<file path="config.mk">
export PLATFORM = sky130hd
export DESIGN_NAME = aurora_hls_status_reader
export DESIGN_NICKNAME = d
export VERILOG_FILES = /design/src/rtl/aurora_hls_status_reader.sv
export SDC_FILE = /design/constraint.sdc
export NUM_CORES = 1
export LEC_CHECK = 0
export CORE_AREA = 8 8 232 234
export CTS_BUF_LIST = sky130_fd_sc_hd__clkbuf_16
export DETAILED_ROUTE_END_ITERATION = 12
export DIE_AREA = 0 0 240 242
export GPL_TIMING_DRIVEN = 0
export PLACE_DENSITY = 0.85
export REMOVE_ABC_BUFFERS = 1
export SYNTH_ARGS = -nofsm -noshare
export SYNTH_HDL_FRONTEND = slang
export SYNTH_SLANG_ARGS = --single-unit
</file>
<file path="constraint.sdc">
create_clock -name clk -period 51.6 [get_ports clk]
set_input_delay 10.32 -clock clk [delete_from_list [all_inputs] [get_ports clk]]
set_output_delay 10.32 -clock clk [all_outputs]
set_load 0.02 [all_outputs]
</file>
<file path="src/rtl/aurora_hls_status_reader.sv">
// aurora_hls_status_reader
// Snapshots a bank of 32-bit status counters on request and streams them out
// as one AXI-Stream frame: a header word, then counter 0..NUM_COUNTERS-1.
// An optional trailing checksum word is the XOR of the header and all data
// words. It is enabled by defining AURORA_HLS_STATUS_READER_CHECKSUM_EN.
//
// Ports:
//   clk          sole clock, rising edge
//   rst          asynchronous active-high reset
//   counters     flat counter bus, counter i at [32*i+31:32*i]
//   req          readout request, sampled every cycle
//   m_tdata      stream data (registered)
//   m_tvalid     stream valid (registered)
//   m_tready     stream ready from the sink
//   m_tlast      marks the final word of the frame (registered)
//   busy         high whenever a frame is in progress (registered)
//   dropped_req  saturating count of requests ignored while busy
module aurora_hls_status_reader #(
  parameter int unsigned NUM_COUNTERS = 17,
  parameter logic [15:0] HEADER_MAGIC = 16'hA0A0
) (
  input  logic                      clk,
  input  logic                      rst,
  input  logic [32*NUM_COUNTERS-1:0] counters,
  input  logic                      req,
  output logic [31:0]               m_tdata,
  output logic                      m_tvalid,
  input  logic                      m_tready,
  output logic                      m_tlast,
  output logic                      busy,
  output logic [7:0]                dropped_req
);

  localparam int unsigned IW = (NUM_COUNTERS > 1) ? $clog2(NUM_COUNTERS) : 1;
  localparam logic [7:0] COUNT_B = 8'(NUM_COUNTERS);
  localparam logic [IW-1:0] LAST_IDX = IW'(NUM_COUNTERS - 1);
`ifdef AURORA_HLS_STATUS_READER_CHECKSUM_EN
  localparam logic HAS_CHECK = 1'b1;
`else
  localparam logic HAS_CHECK = 1'b0;
`endif

  typedef enum logic [1:0] {
    IDLE   = 2'd0,
    HEADER = 2'd1,
    DATA   = 2'd2
`ifdef AURORA_HLS_STATUS_READER_CHECKSUM_EN
    , CHECK = 2'd3
`endif
  } state_e;

  state_e        state_q, state_d;
  logic [IW-1:0] idx_q, idx_d, nxt_idx;
  logic [7:0]    seq_q, seq_d;
  logic [7:0]    drop_q, drop_d;
  logic [31:0]   tdata_q, tdata_d;
  logic          tvalid_q, tvalid_d;
  logic          tlast_q, tlast_d;
  logic          busy_q, busy_d;
  logic          capture_en;
  logic          accept;
  logic [31:0]   snap_q [NUM_COUNTERS];
`ifdef AURORA_HLS_STATUS_READER_CHECKSUM_EN
  logic [31:0]   csum_q, csum_d;
`endif

  assign accept  = tvalid_q & m_tready;
  assign nxt_idx = idx_q + IW'(1);

  // Next-state, datapath and output decode for the readout FSM
  always_comb begin
    state_d    = state_q;
    idx_d      = idx_q;
    seq_d      = seq_q;
    tdata_d    = tdata_q;
    tvalid_d   = tvalid_q;
    tlast_d    = tlast_q;
    capture_en = 1'b0;
`ifdef AURORA_HLS_STATUS_READER_CHECKSUM_EN
    csum_d     = csum_q;
`endif

    // Any request outside IDLE is dropped, including one coinciding with
    // final-word acceptance (state is still non-IDLE that cycle).
    if (req && (state_q != IDLE) && (drop_q != 8'hFF)) begin
      drop_d = drop_q + 8'd1;
    end else begin
      drop_d = drop_q;
    end

    case (state_q)
      IDLE: begin
        if (req) begin
          capture_en = 1'b1;
          state_d    = HEADER;
          tvalid_d   = 1'b1;
          tdata_d    = {HEADER_MAGIC, seq_q, COUNT_B};
          tlast_d    = 1'b0;
          idx_d      = '0;
`ifdef AURORA_HLS_STATUS_READER_CHECKSUM_EN
          csum_d     = 32'd0;
`endif
        end else begin
          tvalid_d = 1'b0;
          tlast_d  = 1'b0;
        end
      end
      HEADER: begin
        if (accept) begin
          state_d = DATA;
          idx_d   = '0;
          tdata_d = snap_q[0];
          tlast_d = (LAST_IDX == '0) && !HAS_CHECK;
`ifdef AURORA_HLS_STATUS_READER_CHECKSUM_EN
          csum_d  = csum_q ^ tdata_q;
`endif
        end else begin
          state_d = HEADER;
        end
      end
      DATA: begin
        if (accept) begin
          if (idx_q == LAST_IDX) begin
`ifdef AURORA_HLS_STATUS_READER_CHECKSUM_EN
            // Check word folds in the data word being accepted right now
            state_d = CHECK;
            tdata_d = csum_q ^ tdata_q;
            tlast_d = 1'b1;
`else
            state_d  = IDLE;
            tvalid_d = 1'b0;
            tlast_d  = 1'b0;
            tdata_d  = 32'd0;
            seq_d    = seq_q + 8'd1;
`endif
          end else begin
            idx_d   = nxt_idx;
            tdata_d = snap_q[nxt_idx];
            tlast_d = (nxt_idx == LAST_IDX) && !HAS_CHECK;
`ifdef AURORA_HLS_STATUS_READER_CHECKSUM_EN
            csum_d  = csum_q ^ tdata_q;
`endif
          end
        end else begin
          state_d = DATA;
        end
      end
`ifdef AURORA_HLS_STATUS_READER_CHECKSUM_EN
      CHECK: begin
        if (accept) begin
          state_d  = IDLE;
          tvalid_d = 1'b0;
          tlast_d  = 1'b0;
          tdata_d  = 32'd0;
          seq_d    = seq_q + 8'd1;
        end else begin
          state_d = CHECK;
        end
      end
`endif
      default: begin
        state_d  = IDLE;
        tvalid_d = 1'b0;
        tlast_d  = 1'b0;
        tdata_d  = 32'd0;
      end
    endcase

    busy_d = (state_d != IDLE);
  end

  // FSM state, stream output and bookkeeping registers
  always_ff @(posedge clk or posedge rst) begin
    if (rst) begin
      state_q  <= IDLE;
      idx_q    <= '0;
      seq_q    <= 8'd0;
      drop_q   <= 8'd0;
      tdata_q  <= 32'd0;
      tvalid_q <= 1'b0;
      tlast_q  <= 1'b0;
      busy_q   <= 1'b0;
`ifdef AURORA_HLS_STATUS_READER_CHECKSUM_EN
      csum_q   <= 32'd0;
`endif
    end else begin
      state_q  <= state_d;
      idx_q    <= idx_d;
      seq_q    <= seq_d;
      drop_q   <= drop_d;
      tdata_q  <= tdata_d;
      tvalid_q <= tvalid_d;
      tlast_q  <= tlast_d;
      busy_q   <= busy_d;
`ifdef AURORA_HLS_STATUS_READER_CHECKSUM_EN
      csum_q   <= csum_d;
`endif
    end
  end

  // Counter snapshot, loaded only when a frame starts so live changes
  // cannot leak into the frame in flight
  always_ff @(posedge clk or posedge rst) begin
    if (rst) begin
      for (int i = 0; i < int'(NUM_COUNTERS); i++) begin
        snap_q[i] <= 32'd0;
      end
    end else if (capture_en) begin
      for (int i = 0; i < int'(NUM_COUNTERS); i++) begin
        snap_q[i] <= counters[32*i +: 32];
      end
    end
  end

  assign m_tdata     = tdata_q;
  assign m_tvalid    = tvalid_q;
  assign m_tlast     = tlast_q;
  assign busy        = busy_q;
  assign dropped_req = drop_q;

endmodule

</file>
After elaboration in Yosys (flattened, before gate mapping)
Index checks and enable logic that the tools add are counted.

Output and inout port bits: 43. Input bits: 548. Register bits: 602.

Equal/unequal tests: 10. Multiplexer cells: 27. Bitwise operators: 3. Reduce and logical (&&, ||, !) cells: 11. Magnitude comparators: 1. Add/subtract/negate cells: 3.

Operator list (number): $mux 32 (6); $bmux 32 s5 (1); $pmux 32 s3 (1); $mux 5 (4); $add 8x1->8 const B (2); $pmux 5 s3 (1); $eq 5x5->1 const B (2); $ne 2x2->1 const B (5); $reduce_and 3->1 (3); $mux 2 (4); $ne 8x8->1 const B (1); $mux 1 (7); $ge 6x6->1 const B (1); $not 5->6 (1); $pmux 2 s3 (1); $add 5x1->5 const B (1); $reduce_and 5->1 (1); $reduce_bool 2->1 (2); $pmux 1 s3 (1); $reduce_bool 3->1 (1); $eq 2x1->1 const B (1); $eq 2x2->1 const B (1); $logic_and 1x1->1 (2); $logic_not 2->1 (1); other kinds (4) (4).

Longest topological paths before layout
Word-level depth: 8. Gate-level depth with buffers: 10. Depth with buffers taken out: 7.

Least setup slack after synthesis
Ideal clock, no wire load.

Path kind: input -> register. From: in m_tready. To: reg tdata_q[16] (netlist: m_tdata[16]). Setup slack: 39964 ps. Buffers on the path: 2. Arrival: 11512 ps. Required time: 51476 ps. Stages: 7. Library setup time: 124 ps. Cells stage by stage: a21oi_1 > inv_2 > a21o_1 > buf_4 > buf_2 > mux2i_1 > a211o_1.

Cells in the longest elaborated chain, start to end: 3.

RTL lines: from (decl) (line 28) `input logic m_tready,`; $and 1x1->1 * (line 67) `assign accept = tvalid_q & m_tready;`; $ne 2x2->1 (no line); $reduce_and 3->1 (no line) *; to (signal assigned) (line 191) `tdata_q <= tdata_d;`; to (decl) (line 56) `logic [31:0] tdata_q, tdata_d;`.

Every way passes the cells marked *; elsewhere a longest branch is shown, timed or not. A chain may end at the register's enable or synchronous reset.

Worst setup path after layout
From: in req. To: reg snap_q[51] (netlist name).

Cells in the longest elaborated chain, start to end: 2.

RTL lines: from (decl) (line 25) `input logic req,`; $mux 1 (line 93) `if (req) begin`; $mux 1 (line 91) `case (state_q)`; to (signal, indexed assignment) (line 210) `snap_q[i] <= counters[32*i +: 32];`; to (decl) (line 62) `logic [31:0] snap_q [NUM_COUNTERS];`.

No other way between the ends.

==> summary.md <==
| Metric | Value |
|---|---|
| Gate power share | `a little under two fifths` |
| HP Class | `reg -> reg` |
| Top delay family on crit path | `buffers and inverters` |
| Yosys warning count | `0` |
| Pleak | `around 15 nW` |
| CP max FO | `14` |
| Placed cells | `a little under 3000` |
| I/O pin count | `between 500 and 600` |
| Vias per inst | `5.76` |
| Async set-reset flop share out of synthesis | `100%` |
| Gpl congestion | `between 0.8 and 0.9` |
| Clock share of power | `about 22%` |
| Worst Path Required | `52070 ps` |
| CP Class | `in -> reg` |
| Initial DRC count | `approximately 1200` |
| Die height | `242 um` |
| Final WS setup | `38230 ps` |
| Largest net degree at the start of global routing | `136` |
| Post-DP Area | `about 0.035 mm2` |
| Final Cell Area | `approximately 0.037 mm2` |
| Most used cell, CP | `buf_6` |
| Hold Crit Start | `seq_q[7]` |
| CTS max path bufs | `3` |
| Setup Buffers After CTS | `0` |
| Routed WL per cell | `25.8 um` |
| Main synth FF type | `dfrtp_1` |
| Final Max Slew Viols | `0` |
| Number of synthesized flops with an enable pin | `0` |
| Hold Violations, Final | `0` |
| CP Buf/Inv Count | `10` |
| Share of cells above drive strength 1 | `34.3%` |
| CP max stage delay | `about 850 ps` |
| Clk sink count | `602` |
| FP Rows | `83` |
| Clock Skew | `~13 ps` |
| Final setup fails | `0` |
| Clk pin slew, worst setup/hold paths | `60 ps` |
| Sw frac | `30.2%` |
| Clk Tree Root Cell | `clkbuf_16` |
| Number of global-route vias before repair | `20187` |
| GRT overflow | `0` |
| PortBufs | `a little under 600` |
| Mapped cell area | `about 0.027 mm2` |
| Starting density of the core | `a little over half` |
| Area grow syn2layout | `34.5%` |
| Initial antenna violation count | `50` |
| CTS buffer count | `66` |
| CTS H-Tree Depth | `3` |
| Final wirelength | `a little over 80 mm` |
| Worst-path cell chain | `clkdlybuf4s50_1 > nor3b_2 > buf_8 > buf_6 > buf_6 > buf_6 > buf_6 > buf_6 > buf_6 > buf_6 > buf_6 > mux2_2` |
| CP Capture Type | `register` |
| Syn avg cell area | `approximately 15 um2` |
| Reg power frac | `about 41%` |
| Core area | `about 0.05 mm2` |
| DR pass1 iterations | `5` |
| Critical Path Slowest Stage Cell | `nor3b_2` |
| Worst path arrival time | `approximately 14000 ps` |
| Post-CTS sizing | `0` |
| # hold bufs at CTS | `0` |
| CTS tree | `built` |
| Power density over the cells | `56.6 mW/mm2` |
| Type of origin of the critical path | `primary input` |
| Routed vias | `between 15000 and 20000` |
| Total Nets Final | `2918` |
| Layout Cells excl Fill | `approximately 3100` |
| RSZ-0062 raised after global routing | `false` |
| CP startpoint | `req` |
| Final Critical Period | `between 10000 and 15000 ps` |
| Residual DRC count | `0` |
| Worst slew pin tran | `roughly 1200 ps` |
| Reg2reg start | `state_q[0]` |
| Die Wd | `between 200 and 250 um` |
| Maxcap violations | `0` |
| Post-DRT Antenna Nets | `0` |
| Sw Pwr | `between 0.6 and 0.7 mW` |
| Status | `complete, no violations` |
| Cells after synthesis | `1763` |
| Die ar. | `0.0581 mm2` |
| Post-DP HPWL | `a little under 60 mm` |
| Slew headroom | `between 10% and 20%` |
| Clk_lat worst skew | `slightly below 600 ps` |
| Fmax | `around 75 MHz` |
| Filler cell count | `approximately 3200` |
| Internal power | `between 1 and 1.5 mW` |
| Post-Place Worst Slack | `approximately 38000 ps` |
| Total Routing Usage GR | `27.6%` |
| Global-route wire length before repair | `122 mm` |
| Max VDD drop | `between 0.03 and 0.04 mV` |
| Fin crit share | `25.9%` |
| Number of library cell types mapped by synthesis | `between 50 and 60` |
| Seq/Total Area, Yosys | `55.3%` |
| Yosys reg bits | `about 600` |
==> cell type report <==
class	instances	area, um2	share of cell area, %
inverter	28	113	0.307
clock inverter	42	246	0.672
clock buffer	73	1830	4.98
antenna	40	100	0.273
tap	680	851	2.32
multi-input combinational	1011	11600	31.5
sequential	602	15100	41.1
timing repair buffer	656	6910	18.8
==> placed cells by master (no fill, tap or decap), drive strengths merged, types with 38 or more instances in the layout <==
cell type / n
mux2: 554
diode: 40
dfrtp: 602
inv: 44
mux2i: 96
buf: 66
nand2: 38
mux4: 122
clkdlybuf4s50: 590
clkbuf: 73
==> per-layer routing <==
metal | track usage, % | up-vias | wire, um
li1 | - | 7816 | -
met1 | 33.6 | 9361 | 30800
met2 | 45.1 | 649 | 40900
met3 | 7.43 | 188 | 5640
met4 | 13.7 | 22 | 3390
met5 | 0 | - | 126
==> synth_stat cells, types with 3 or more instances <==
| library cell | n | share of area (%) |
|---|---|---|
| mux2_1 | 15 | 0.62 |
| mux2_2 | 539 | 22 |
| nand2_1 | 38 | 0.52 |
| nor2_1 | 15 | 0.21 |
| mux4_2 | 122 | 10 |
| nand2b_1 | 5 | 0.11 |
| o221ai_1 | 3 | 0.096 |
| o21ai_1 | 5 | 0.092 |
| a21o_1 | 3 | 0.083 |
| inv_1 | 27 | 0.37 |
| o21ai_0 | 11 | 0.20 |
| nand4_1 | 9 | 0.21 |
| nand3_1 | 7 | 0.13 |
| clkbuf_1 | 23 | 0.32 |
| ha_1 | 5 | 0.23 |
| a22oi_1 | 4 | 0.11 |
| nor2b_1 | 4 | 0.092 |
| dfrtp_1 | 602 | 55 |
| o21a_1 | 3 | 0.083 |
| o22ai_1 | 29 | 0.67 |
| xor2_1 | 6 | 0.19 |
| mux2i_1 | 96 | 3.5 |
| a22o_1 | 4 | 0.13 |
| a21oi_1 | 16 | 0.29 |
| buf_2 | 93 | 1.7 |
| xnor2_1 | 10 | 0.32 |
| and3_1 | 4 | 0.092 |
| a211o_1 | 29 | 0.93 |
| buf_4 | 5 | 0.14 |
==> power by group through the flow <==
stage          Clock (mW)  Sequential, mW  Combinational [mW]
2_1_floorplan           0           0.831               0.816
3_3_place_gp            0           0.858                1.15
3_5_place_dp            0           0.854               0.765
4_1_cts             0.463           0.849               0.774
5_1_grt             0.483           0.878               0.818
6_report            0.456           0.853               0.768
==> flip-flops by register name, summed over array words and instances, names as in the netlist <==
register     count
snap_q         544
m_tdata         32
dropped_req      8
seq_q            8
idx_q            5
state_q          2
busy             1
m_tlast          1
m_tvalid         1
==> final timing paths <==
kind	to	slack (ps)	depth (start not counted)
setup / recovery	snap_q[51]	38230	12
hold / removal	seq_q[7]	460	1
min in group asynchronous	snap_q[435]	10240	2
max in group asynchronous	snap_q[134]	40170	3
setup reg to reg	snap_q[51]	47540	11
hold reg to reg	seq_q[7]	460	1
==> per-stage QoR <==
stage          total power, mW  util, %  hold slack [ps]  setup TNS [ps]
6_report                  2.08     72.7              464               0
3_3_place_gp              2.01     66.2              462        -9882290
4_1_cts                   2.09     72.5              468               0
5_1_grt                   2.18     72.6              493               0
2_1_floorplan             1.65        -              441         -819630
3_5_place_dp              1.62     68.4              464               0
==> worst reg2reg max path, stage by stage (launching register included) <==
cell and delay [ps]:
dfrtp_1 840, nor3b_2 1020, buf_8 250, buf_6 160
buf_6 190, buf_6 170, buf_6 190, buf_6 210
buf_6 200, buf_6 200, buf_6 160, mux2_2 330
==> cell families (layout without fill, tap and decap cells) <==
logic type                 after synthesis  in the layout  share of synthesized area, %
DFF                                    602            602                          55.3
muxes                                  772            772                          36.5
other                                    0             40                             0
adders and majority gates                5              5                         0.229
xor gates and xnor gates                17             17                         0.574
and+or+nand+nor                        101            101                          1.93
buffers and inverters                  150            799                          2.56
AOI/OAI and AO/OA                      116            116                          2.97
(Power assumes the default switching activity.)
